File: src/rtl/sensor_read_arbiter_pkg.sv
// sensor_pkg: shared types for the sensor read arbiter.
//   mode_e      - per-channel sensor mode written through the config port
//   status_e    - sensor status code reported alongside each result
//   arb_state_e - arbiter FSM states
//   cfg_to_mode - maps a raw config mode to a legal mode (3 -> STOP)
package sensor_pkg;

  typedef enum logic [1:0] {
    MODE_STOP = 2'd0,
    MODE_FAST = 2'd1,
    MODE_SLOW = 2'd2
  } mode_e;

  typedef enum logic [2:0] {
    STAT_STOP = 3'd0,
    STAT_IDLE = 3'd1,
    STAT_FAST = 3'd2,
    STAT_SLOW = 3'd3
  } status_e;

  typedef enum logic [1:0] {
    IDLE    = 2'd0,
    PRESENT = 2'd1,
    RELEASE = 2'd2
  } arb_state_e;

  // The unused encoding 3 is never stored; it falls back to STOP.
  function automatic mode_e cfg_to_mode(input logic [1:0] m);
    return (m == 2'd3) ? MODE_STOP : mode_e'(m);
  endfunction

endpackage

File: src/rtl/sensor_read_arbiter_if.sv
// Bundle of sensor, configuration and CPU-side signals of the arbiter.
//   slave  - arbiter view: sensor/config/CPU inputs in, mode/enable/result out
//   master - environment view (sensors, config writer, CPU)
// Sensor side : SensorValReady, SensorResult, SensorErrorCode -> arbiter
//               SensorMode, SensorEnable, SensorReadComplete  <- arbiter
// Config side : CfgWrite, CfgChannel, CfgMode, CfgEnable      -> arbiter
// CPU side    : DataValid, DataOut, DataChannel, DataErr      <- arbiter
//               CpuAck -> arbiter;  TimeoutFlag <- arbiter
interface sensor_read_arbiter_if #(
  parameter int unsigned NUM_CH   = 4,
  parameter int unsigned RESULT_W = 16
);
  localparam int unsigned CH_W = $clog2(NUM_CH);

  logic [NUM_CH-1:0]               SensorValReady;
  logic [NUM_CH-1:0][RESULT_W-1:0] SensorResult;
  logic [NUM_CH-1:0][2:0]          SensorErrorCode;
  logic [NUM_CH-1:0][1:0]          SensorMode;
  logic [NUM_CH-1:0]               SensorEnable;
  logic [NUM_CH-1:0]               SensorReadComplete;

  logic                            CfgWrite;
  logic [CH_W-1:0]                 CfgChannel;
  logic [1:0]                      CfgMode;
  logic                            CfgEnable;

  logic                            DataValid;
  logic [RESULT_W-1:0]             DataOut;
  logic [CH_W-1:0]                 DataChannel;
  logic [2:0]                      DataErr;
  logic                            CpuAck;
  logic [NUM_CH-1:0]               TimeoutFlag;

  modport slave (
    input  SensorValReady, SensorResult, SensorErrorCode,
    input  CfgWrite, CfgChannel, CfgMode, CfgEnable, CpuAck,
    output SensorMode, SensorEnable, SensorReadComplete,
    output DataValid, DataOut, DataChannel, DataErr, TimeoutFlag
  );

  modport master (
    output SensorValReady, SensorResult, SensorErrorCode,
    output CfgWrite, CfgChannel, CfgMode, CfgEnable, CpuAck,
    input  SensorMode, SensorEnable, SensorReadComplete,
    input  DataValid, DataOut, DataChannel, DataErr, TimeoutFlag
  );

endinterface

File: src/rtl/sensor_read_arbiter_rr_arbiter.sv
// rr_arbiter: combinational round-robin priority search.
//   req_i   - request vector
//   last_i  - index of the previous grant; search starts at last_i+1
//   grant_o - one-hot grant
//   valid_o - at least one request was found
module rr_arbiter #(
  parameter int unsigned NUM_CH = 4
) (
  input  logic [NUM_CH-1:0]         req_i,
  input  logic [$clog2(NUM_CH)-1:0] last_i,
  output logic [NUM_CH-1:0]         grant_o,
  output logic                      valid_o
);
  localparam int unsigned CH_W = $clog2(NUM_CH);

  logic [CH_W-1:0] idx;

  // NUM_CH is a power of two, so the index adder wraps modulo NUM_CH by
  // itself; the last offset (NUM_CH) lands back on last_i.
  always_comb begin
    grant_o = '0;
    valid_o = 1'b0;
    idx     = '0;
    for (int unsigned off = 1; off <= NUM_CH; off++) begin
      idx = last_i + CH_W'(off);
      if (!valid_o && req_i[idx]) begin
        grant_o[idx] = 1'b1;
        valid_o      = 1'b1;
      end
    end
  end

endmodule

File: src/rtl/sensor_read_arbiter.sv
// sensor_read_arbiter: round-robin reader of NUM_CH sensor results.
// A channel requests when its sensor flags a ready value and it is enabled.
// The granted result is held for the CPU until acknowledged, then the
// sensor is told the read is complete until it drops its ready flag or
// RELEASE_TIMEOUT cycles pass (timeout sets a sticky flag).
//   Clk   - clock, rising edge
//   Rst_n - asynchronous active-low reset
//   bus   - sensor / config / CPU signal bundle (slave modport)
module sensor_read_arbiter
  import sensor_pkg::*;
#(
  parameter int unsigned NUM_CH          = 4,
  parameter int unsigned RESULT_W        = 16,
  parameter int unsigned RELEASE_TIMEOUT = 8
) (
  input logic                   Clk,
  input logic                   Rst_n,
  sensor_read_arbiter_if.slave  bus
);
  localparam int unsigned CH_W  = $clog2(NUM_CH);
  localparam int unsigned CNT_W = $clog2(RELEASE_TIMEOUT + 1);

  arb_state_e               state_q, state_d;
  logic [CH_W-1:0]          last_q, last_d;
  logic [CH_W-1:0]          chan_q, chan_d;
  logic [RESULT_W-1:0]      data_q, data_d;
  logic [2:0]               err_q, err_d;
  logic [NUM_CH-1:0]        en_q, en_d;
  logic [NUM_CH-1:0][1:0]   mode_q, mode_d;
  logic [NUM_CH-1:0]        flag_q, flag_d;
  logic [CNT_W-1:0]         cnt_q, cnt_d;

  logic [NUM_CH-1:0]        req;
  logic [NUM_CH-1:0]        grant_oh;
  logic                     grant_vld;
  logic [CH_W-1:0]          gidx;
  logic                     gnt_disable;
  logic                     rel_timeout;

  // Registered enables only: a same-cycle config write cannot alter a grant.
  assign req = bus.SensorValReady & en_q;

  rr_arbiter #(.NUM_CH(NUM_CH)) u_rr (
    .req_i   (req),
    .last_i  (last_q),
    .grant_o (grant_oh),
    .valid_o (grant_vld)
  );

  always_comb begin
    gidx = '0;
    for (int unsigned i = 0; i < NUM_CH; i++) begin
      if (grant_oh[i]) gidx = CH_W'(i);
    end
  end

  // A disable being written this cycle counts as a disable already, so that
  // DataValid drops on the next edge and wins over a simultaneous CpuAck.
  assign gnt_disable = !en_q[chan_q] ||
                       (bus.CfgWrite && (bus.CfgChannel == chan_q) && !bus.CfgEnable);
  assign rel_timeout = (cnt_q == CNT_W'(RELEASE_TIMEOUT - 1));

  // State register
  always_ff @(posedge Clk or negedge Rst_n) begin
    if (!Rst_n) state_q <= IDLE;
    else        state_q <= state_d;
  end

  // Next-state logic
  always_comb begin
    state_d = state_q;
    case (state_q)
      IDLE:    if (grant_vld) state_d = PRESENT;
      PRESENT: begin
        if (gnt_disable)     state_d = IDLE;
        else if (bus.CpuAck) state_d = RELEASE;
      end
      RELEASE: if (!bus.SensorValReady[chan_q] || rel_timeout) state_d = IDLE;
      default: state_d = IDLE;
    endcase
  end

  // FSM outputs
  always_comb begin
    bus.DataValid          = 1'b0;
    bus.SensorReadComplete = '0;
    case (state_q)
      PRESENT: bus.DataValid = 1'b1;
      RELEASE: bus.SensorReadComplete[chan_q] = 1'b1;
      default: ;
    endcase
  end

  // Datapath and configuration next-state
  always_comb begin
    last_d = last_q;
    chan_d = chan_q;
    data_d = data_q;
    err_d  = err_q;
    en_d   = en_q;
    mode_d = mode_q;
    flag_d = flag_q;
    cnt_d  = cnt_q;
    case (state_q)
      IDLE: begin
        if (grant_vld) begin
          last_d = gidx;
          chan_d = gidx;
          data_d = bus.SensorResult[gidx];
          err_d  = bus.SensorErrorCode[gidx];
        end
      end
      PRESENT: cnt_d = '0;
      RELEASE: begin
        cnt_d = cnt_q + CNT_W'(1);
        if (bus.SensorValReady[chan_q] && rel_timeout) flag_d[chan_q] = 1'b1;
      end
      default: ;
    endcase
    if (bus.CfgWrite) begin
      en_d[bus.CfgChannel]   = bus.CfgEnable;
      mode_d[bus.CfgChannel] = cfg_to_mode(bus.CfgMode);
      flag_d[bus.CfgChannel] = 1'b0;
    end
  end

  always_ff @(posedge Clk or negedge Rst_n) begin
    if (!Rst_n) begin
      last_q <= CH_W'(NUM_CH - 1);
      chan_q <= '0;
      data_q <= '0;
      err_q  <= '0;
      en_q   <= '0;
      mode_q <= '0;
      flag_q <= '0;
      cnt_q  <= '0;
    end else begin
      last_q <= last_d;
      chan_q <= chan_d;
      data_q <= data_d;
      err_q  <= err_d;
      en_q   <= en_d;
      mode_q <= mode_d;
      flag_q <= flag_d;
      cnt_q  <= cnt_d;
    end
  end

  assign bus.DataOut      = data_q;
  assign bus.DataChannel  = chan_q;
  assign bus.DataErr      = err_q;
  assign bus.SensorEnable = en_q;
  assign bus.SensorMode   = mode_q;
  assign bus.TimeoutFlag  = flag_q;

endmodule

File: src/flat_wrapper.sv
// flat-port wrapper written by rule: the top's interface ports become plain ports
module sensor_read_arbiter_flat import sensor_pkg::*;
#(
  parameter int unsigned NUM_CH          = 4,
  parameter int unsigned RESULT_W        = 16,
  parameter int unsigned RELEASE_TIMEOUT = 8
)
  (Clk, Rst_n, bus_SensorValReady, bus_SensorResult, bus_SensorErrorCode, bus_CfgWrite, bus_CfgChannel, bus_CfgMode, bus_CfgEnable, bus_CpuAck, bus_SensorMode, bus_SensorEnable, bus_SensorReadComplete, bus_DataValid, bus_DataOut, bus_DataChannel, bus_DataErr, bus_TimeoutFlag);
  sensor_read_arbiter_if #(.NUM_CH(NUM_CH), .RESULT_W(RESULT_W)) bus_i ();
  input logic Clk;
  input logic Rst_n;
  input wire logic [$bits(bus_i.SensorValReady)-1:0] bus_SensorValReady;
  input wire logic [$bits(bus_i.SensorResult)-1:0] bus_SensorResult;
  input wire logic [$bits(bus_i.SensorErrorCode)-1:0] bus_SensorErrorCode;
  input wire logic [$bits(bus_i.CfgWrite)-1:0] bus_CfgWrite;
  input wire logic [$bits(bus_i.CfgChannel)-1:0] bus_CfgChannel;
  input wire logic [$bits(bus_i.CfgMode)-1:0] bus_CfgMode;
  input wire logic [$bits(bus_i.CfgEnable)-1:0] bus_CfgEnable;
  input wire logic [$bits(bus_i.CpuAck)-1:0] bus_CpuAck;
  output wire logic [$bits(bus_i.SensorMode)-1:0] bus_SensorMode;
  output wire logic [$bits(bus_i.SensorEnable)-1:0] bus_SensorEnable;
  output wire logic [$bits(bus_i.SensorReadComplete)-1:0] bus_SensorReadComplete;
  output wire logic [$bits(bus_i.DataValid)-1:0] bus_DataValid;
  output wire logic [$bits(bus_i.DataOut)-1:0] bus_DataOut;
  output wire logic [$bits(bus_i.DataChannel)-1:0] bus_DataChannel;
  output wire logic [$bits(bus_i.DataErr)-1:0] bus_DataErr;
  output wire logic [$bits(bus_i.TimeoutFlag)-1:0] bus_TimeoutFlag;
  assign bus_i.SensorValReady = bus_SensorValReady;
  assign bus_i.SensorResult = bus_SensorResult;
  assign bus_i.SensorErrorCode = bus_SensorErrorCode;
  assign bus_i.CfgWrite = bus_CfgWrite;
  assign bus_i.CfgChannel = bus_CfgChannel;
  assign bus_i.CfgMode = bus_CfgMode;
  assign bus_i.CfgEnable = bus_CfgEnable;
  assign bus_i.CpuAck = bus_CpuAck;
  assign bus_SensorMode = bus_i.SensorMode;
  assign bus_SensorEnable = bus_i.SensorEnable;
  assign bus_SensorReadComplete = bus_i.SensorReadComplete;
  assign bus_DataValid = bus_i.DataValid;
  assign bus_DataOut = bus_i.DataOut;
  assign bus_DataChannel = bus_i.DataChannel;
  assign bus_DataErr = bus_i.DataErr;
  assign bus_TimeoutFlag = bus_i.TimeoutFlag;
  sensor_read_arbiter #(.NUM_CH(NUM_CH), .RESULT_W(RESULT_W), .RELEASE_TIMEOUT(RELEASE_TIMEOUT)) u_core (.Clk(Clk), .Rst_n(Rst_n), .bus(bus_i));
endmodule
File: config.mk
export PLATFORM = sky130hd
export DESIGN_NAME = sensor_read_arbiter_flat
export DESIGN_NICKNAME = d
export VERILOG_FILES = /design/src/rtl/sensor_read_arbiter_pkg.sv /design/src/rtl/sensor_read_arbiter_if.sv /design/src/rtl/sensor_read_arbiter_rr_arbiter.sv /design/src/rtl/sensor_read_arbiter.sv /design/src/flat_wrapper.sv
export SDC_FILE = /design/constraint.sdc
export NUM_CORES = 1
export LEC_CHECK = 0
export ABC_AREA = 1
export CORE_ASPECT_RATIO = 0.7
export CORE_MARGIN = 8
export CORE_UTILIZATION = 40
export DETAILED_ROUTE_END_ITERATION = 12
export GPL_TIMING_DRIVEN = 0
export PLACE_DENSITY = 0.78
export SLEW_MARGIN = 20
export SYNTH_ARGS = -nofsm -noshare
export SYNTH_HDL_FRONTEND = slang
export SYNTH_SLANG_ARGS = --single-unit
File: constraint.sdc
create_clock -name Clk -period 2.5 [get_ports Clk]
set_clock_uncertainty 0.15 [all_clocks]
set_input_delay 0.25 -clock Clk [delete_from_list [all_inputs] [get_ports Clk]]
set_output_delay 0.25 -clock Clk [all_outputs]
set_load 0.03 [all_outputs]
; ---- Word-level counts from Yosys, hierarchy flattened
; Cells that the tools add are included.
[classes]
add_sub_neg = 4
magnitude_cmp = 13
eq_ne = 8
muxes = 55
n_bitwise = 7
reduce_logical = 24
[op_table]
columns = operator, n
row1 = $bmux W16 S2, 1
row2 = $mux W4, 8
row3 = $lt A2 B3 Y1 const B, 7
row4 = $mux W1, 18
row5 = $mux W16, 1
row6 = $mux W2, 8
row7 = $or A4 B4 Y4, 4
row8 = $bmux W1 S2, 6
row9 = $demux W1 S2, 6
row10 = $ge A2 B1 Y1 const B, 6
row11 = $logic_and A1 B1 Y1, 12
row12 = $and A4 B4 Y4, 2
row13 = $bwmux W8, 1
row14 = $pmux W4 S2, 1
row15 = $bmux W3 S2, 1
row16 = $logic_not A1 Y1, 6
row17 = $pmux W2 S3, 1
row18 = $add A2 B2 Y2 const B, 2
row19 = $add A4 B1 Y4 const B, 1
row20 = $bwmux W4, 1
row21 = $demux W2 S2, 1
row22 = $eq A2 B2 Y1 const B, 2
row23 = $eq A4 B3 Y1 const B, 1
row24 = $ne A2 B1 Y1 const B, 2
row25 = 11 further kinds, 12
[totals]
reg_bits = 45
in_bits = 89
out_inout_bits = 42
elab_cells = 123

; ---- Depth between registers and ports, before layout
[logic_depth]
depth_word = 18
ltp_mapped = 19
depth_no_buf = 18

; ---- Cells and area by module
; Synthesis repeated with hierarchy kept, for this count alone.
[hier_totals]
cells_unflattened = 399
hier_area_um2 = 2959.1
[modules_own_cells]
columns = mod, instances, cells_each, area_each_um2, seq_area_each_um2
row1 = sensor_read_arbiter, 1, 319, 2507.4, 1128.6
row2 = rr_arbiter, 1, 80, 451.7, 0.0

; ---- Worst setup path before layout
; OpenSTA, ideal clock, no wires.
[synth_timing]
kind = flip-flop to flip-flop
from = register u_core.last_q[0]
to = register u_core.data_q[9], in the netlist u_core.bus.DataOut[9]
setup_ps = 117
arrival_time_ps = 2289
t_required_ps = 2233
path_slack_ps = -56
path_stages_with_launch = 19
path_buffers = 2
synth_period_minus_slack_ps = 2556
path_cell_list = dfstp_2 > inv_2 > ha_1 > inv_1 > nand3_2 > nand2_4 > inv_2 > nand2_1 > nand2_1 > nor2_4 > nand2_4 > inv_4 > buf_6 > buf_8 > nand3_2 > nand2_1 > nand2_1 > nand2_1 > nand2_1
[synth_between]
elab_chain_len = 18
word_cells_on_any_way = 54
classes_between = add/sub: 3 / order compare: 8 / mux: 29 / bitwise: 3 / reduce/logical: 11
[synth_rtl]
columns = item, line
row1 = start: declaration, sensor_read_arbiter.sv:24  ; logic [CH_W-1:0] last_q, last_d;
row2 = start signal: assignment, sensor_read_arbiter.sv:129  ; last_q <= CH_W'(NUM_CH - 1);
row3 = start signal: assignment, sensor_read_arbiter.sv:138  ; last_q <= last_d;
row4 = branches (longest 18 deep; another with $lt A2 B3 Y1), --
row5 = end signal: assignment, sensor_read_arbiter.sv:140  ; data_q <= data_d;
row6 = end: declaration, sensor_read_arbiter.sv:26  ; logic [RESULT_W-1:0] data_q, data_d;
; Several ways; the timed one is not identified. The select of a mux whose other input is x is not followed.
; A chain may end at the register's enable or synchronous reset.

; ---- Worst setup path after layout
[layout_timing]
from = register u_core.last_q[0]
to = register u_core.data_q[13], in the netlist u_core.bus.DataOut[13]
; Same word-level chain as after synthesis.

==> results.json <==
{
  "clock.fmax_ghz": 0.3775,
  "core_area_um2": 8373,
  "final_common_cell": "nand2_1",
  "post_drt_wl_per_cell_um": 15.52,
  "port_buffers": 130,
  "crit_path_start_kind": "flop",
  "antenna_found_initial": 0,
  "fp.dieW_um": 126.6,
  "initial_core_util_pct": 40.90,
  "clk_latency_ps": 290,
  "period_share_pct": 106.0,
  "final_cell_mix": "nand2_1 (182), clkdlybuf4s50_1 (125), nor2_1 (64)",
  "dp.cells": 771,
  "ant_nets": 0,
  "cpMostUsedCell": "nand2_1",
  "dpl_cell_area_um2": 4892,
  "critPathSlowestCell": "dfstp_2",
  "hold_viol": 0,
  "syn_area_um2": 3425,
  "core.rowCount": 28,
  "wirelength_um": 12340,
  "grt_pass1_wl_um": 18770,
  "status": "complete, but fails checks",
  "hold_class": "input pin to async pin",
  "route.detailed.drc": 0,
  "power_frac_comb_pct": 75.3,
  "htreeDepth": 2,
  "vdd_ir_drop_max_mv": 0.8118,
  "seq_power_share_pct": 14.3,
  "synth_edf_count": 0,
  "synthesis.nets": 635,
  "report.final.setup_viol": 21,
  "clkSlewWorstSetupHoldPaths_ps": 70,
  "place.gp.congestion": 0.9494,
  "cts_tree": "built",
  "fin_crit_ps": 2649,
  "cp.arrival_ps": 2670,
  "final_cells": 795,
  "p_clk_share_pct": 10.5,
  "ys.flop_type": "dfrtp_1",
  "seq_area_frac_synth_pct": 32.96,
  "crit_chain": "clkinv_4 > buf_4 > nand2_1 > nand3_1 > nand2_1 > nand4_1 > nor2_2 > nor2_4 > nand2_4 > buf_6 > buf_12 > nand3_2 > nand2_1 > nand2_1 > nand2_1 > nand2_1",
  "cap_violations": 0,
  "maxSlewViolCount": 0,
  "clock-sinks": 45,
  "nNetsFinal": 789,
  "hpwl_um": 8920,
  "cts_buffers": 5,
  "clock_path_buffers": 2,
  "end_kind": "flop",
  "async_reset_ff_share_pct": 100.0,
  "max_slew_margin_pct": 62.33,
  "die_area_um2": 11830,
  "slowest_delay_ps": 580,
  "cts_root_buf": "clkbuf_16",
  "grt_max_degree": 25,
  "crit_type": "flop to flop",
  "die_y_um": 93.42,
  "violations": "negative setup slack",
  "totalNegativeSetupSlack_ps": -2165,
  "rsz0062_at_grt": "yes",
  "power_leakage_nw": 2.768,
  "synthCells": 535,
  "fin_area_um2": 5451,
  "grt_pass1_vias": 3949,
  "required_ps": 2530,
  "grt.overflow.total": 0,
  "drtPass1Iterations": 5,
  "crit_fanout": 10,
  "post_drt_via_cell_ratio": 5.125,
  "layout_setup_ws_ps": -148.9,
  "n_antenna_cell": 0,
  "synth.avg_cell_area_um2": 6.401,
  "switchingPower_mw": 4.182,
  "route.vias.total": 4074,
  "worstMarginPinSlew_ps": 565.1,
  "fillCellCount": 690,
  "ys_ff_latch": 45,
  "swShare_pct": 50.92,
  "io_pins": 131,
  "power_density_nw_per_um2": 1507,
  "p_total_mw": 8.214,
  "drtIter0Drc": 284,
  "final_layout_size_suffix_gt1_share_pct": 15.51,
  "p_int_mw": 4.032,
  "areaGrowthSynthToFinish_pct": 59.19,
  "synth_cell_types": 33,
  "postLayoutCoreUtil_pct": 65.11,
  "grtUsageTotal_pct": 19.22,
  "yosys_warnings": 0
}
-- flip-flops by register name, indices dropped and copies added, names as in the netlist --
| signal | cells |
|---|---|
| u_core.bus.DataChannel | 2 |
| u_core.bus.DataErr | 3 |
| u_core.bus.DataOut | 16 |
| u_core.bus.SensorEnable | 4 |
| u_core.bus.SensorMode | 8 |
| u_core.bus.TimeoutFlag | 4 |
| u_core.cnt_q | 4 |
| u_core.last_q | 2 |
| u_core.state_q | 2 |
-- cells by family (layout without fill, tap and decap cells) --
logic type,count (synthesis),count (layout),synth area share [%]
compound gates,50,50,7.856
fa+ha+maj,11,11,4.019
buf+inv,89,244,11.65
flops,45,45,32.96
simple gates,340,340,43.51
-- layout make-up --
cell class              instances  area [um^2]  share of cell area, %
plain buffers                  17        186.4                  3.420
clock buffers                   5        125.1                  2.295
clock inverters                 3        65.06                  1.193
inverters                      70        281.5                  5.164
multi-input cells             401         2066                  37.89
flip-flops and latches         45         1129                  20.70
well taps                     105        131.4                  2.410
repair buffers                149         1468                  26.92
-- per-layer routing --
layer / GRT usage [%] / vias up / wire (um)
li1: - / 1972 / -
met1: 24.36 / 1891 / 5268
met2: 32.11 / 190 / 5918
met3: 4.830 / 21 / 965
met4: 4.985 / 0 / 186
met5: 0 / - / 0
-- power groups by stage --
| stage | Sequential (mW) | Combinational, mW | Clock (mW) |
|---|---|---|---|
| 2_1_floorplan | 1.52 | 3.25 | 0 |
| 3_3_place_gp | 1.18 | 4.90 | 0 |
| 6_report | 1.17 | 6.18 | 0.859 |
| 4_1_cts | 1.16 | 5.40 | 0.863 |
| 3_5_place_dp | 1.18 | 5.05 | 0 |
| 5_1_grt | 1.20 | 6.74 | 0.897 |
-- synth_stat cells, types with 6 or more instances --
cell     count  area [um^2]
nand2_1    194        728.2
inv_1       63        236.5
a21oi_1     23        115.1
nor2_1      73        274.0
ha_1        11        137.6
nand3_2     14        140.1
buf_4        6        45.04
nor3_1      11        55.05
o21ai_0     19        95.09
dfrtp_1     43         1076
nand3_1     35        175.2
-- critical path, delay by kind of cell, from the launching register on --
kind	cells	cell delay [ps]
flip-flops	1	580
buffers and inverters	4	530
AND/OR/NAND/NOR	12	1260
-- what timing repair did --
action                     in CTS  in global routing
setup buffers                   8                  9
gates resized for setup        27                 55
pin swaps                       4                 13
setup endpoints to repair      26                 24
hold buffers                    1                  0
hold endpoints to repair       19                  0
-- metrics by stage --
step	hold slack (ps)	setup slack (ps)
floorplan	-195.6	37.73
global route	359.8	-218.8
detailed placement	123.7	-388.3
finish	335.5	-148.9
CTS	336.8	-6.808
global placement	314.0	-315.9
-- worst paths after layout --
path | from | endpoint | slack (ps) | depth (start not counted)
hold reg to reg | u_core.bus.SensorMode[5] | u_core.bus.SensorMode[5] | 340 | 2
max in group asynchronous | Rst_n | u_core.bus.DataOut[9] | 1350 | 3
setup reg to reg | u_core.last_q[0] | u_core.bus.DataOut[13] | -150 | 16
min in group Clk | u_core.bus.SensorMode[5] | u_core.bus.SensorMode[5] | 340 | 2
hold / removal | Rst_n | u_core.bus.SensorMode[6] | 340 | 2
setup / recovery | u_core.last_q[0] | u_core.bus.DataOut[13] | -150 | 16
Power figures use the tool's default switching activity.
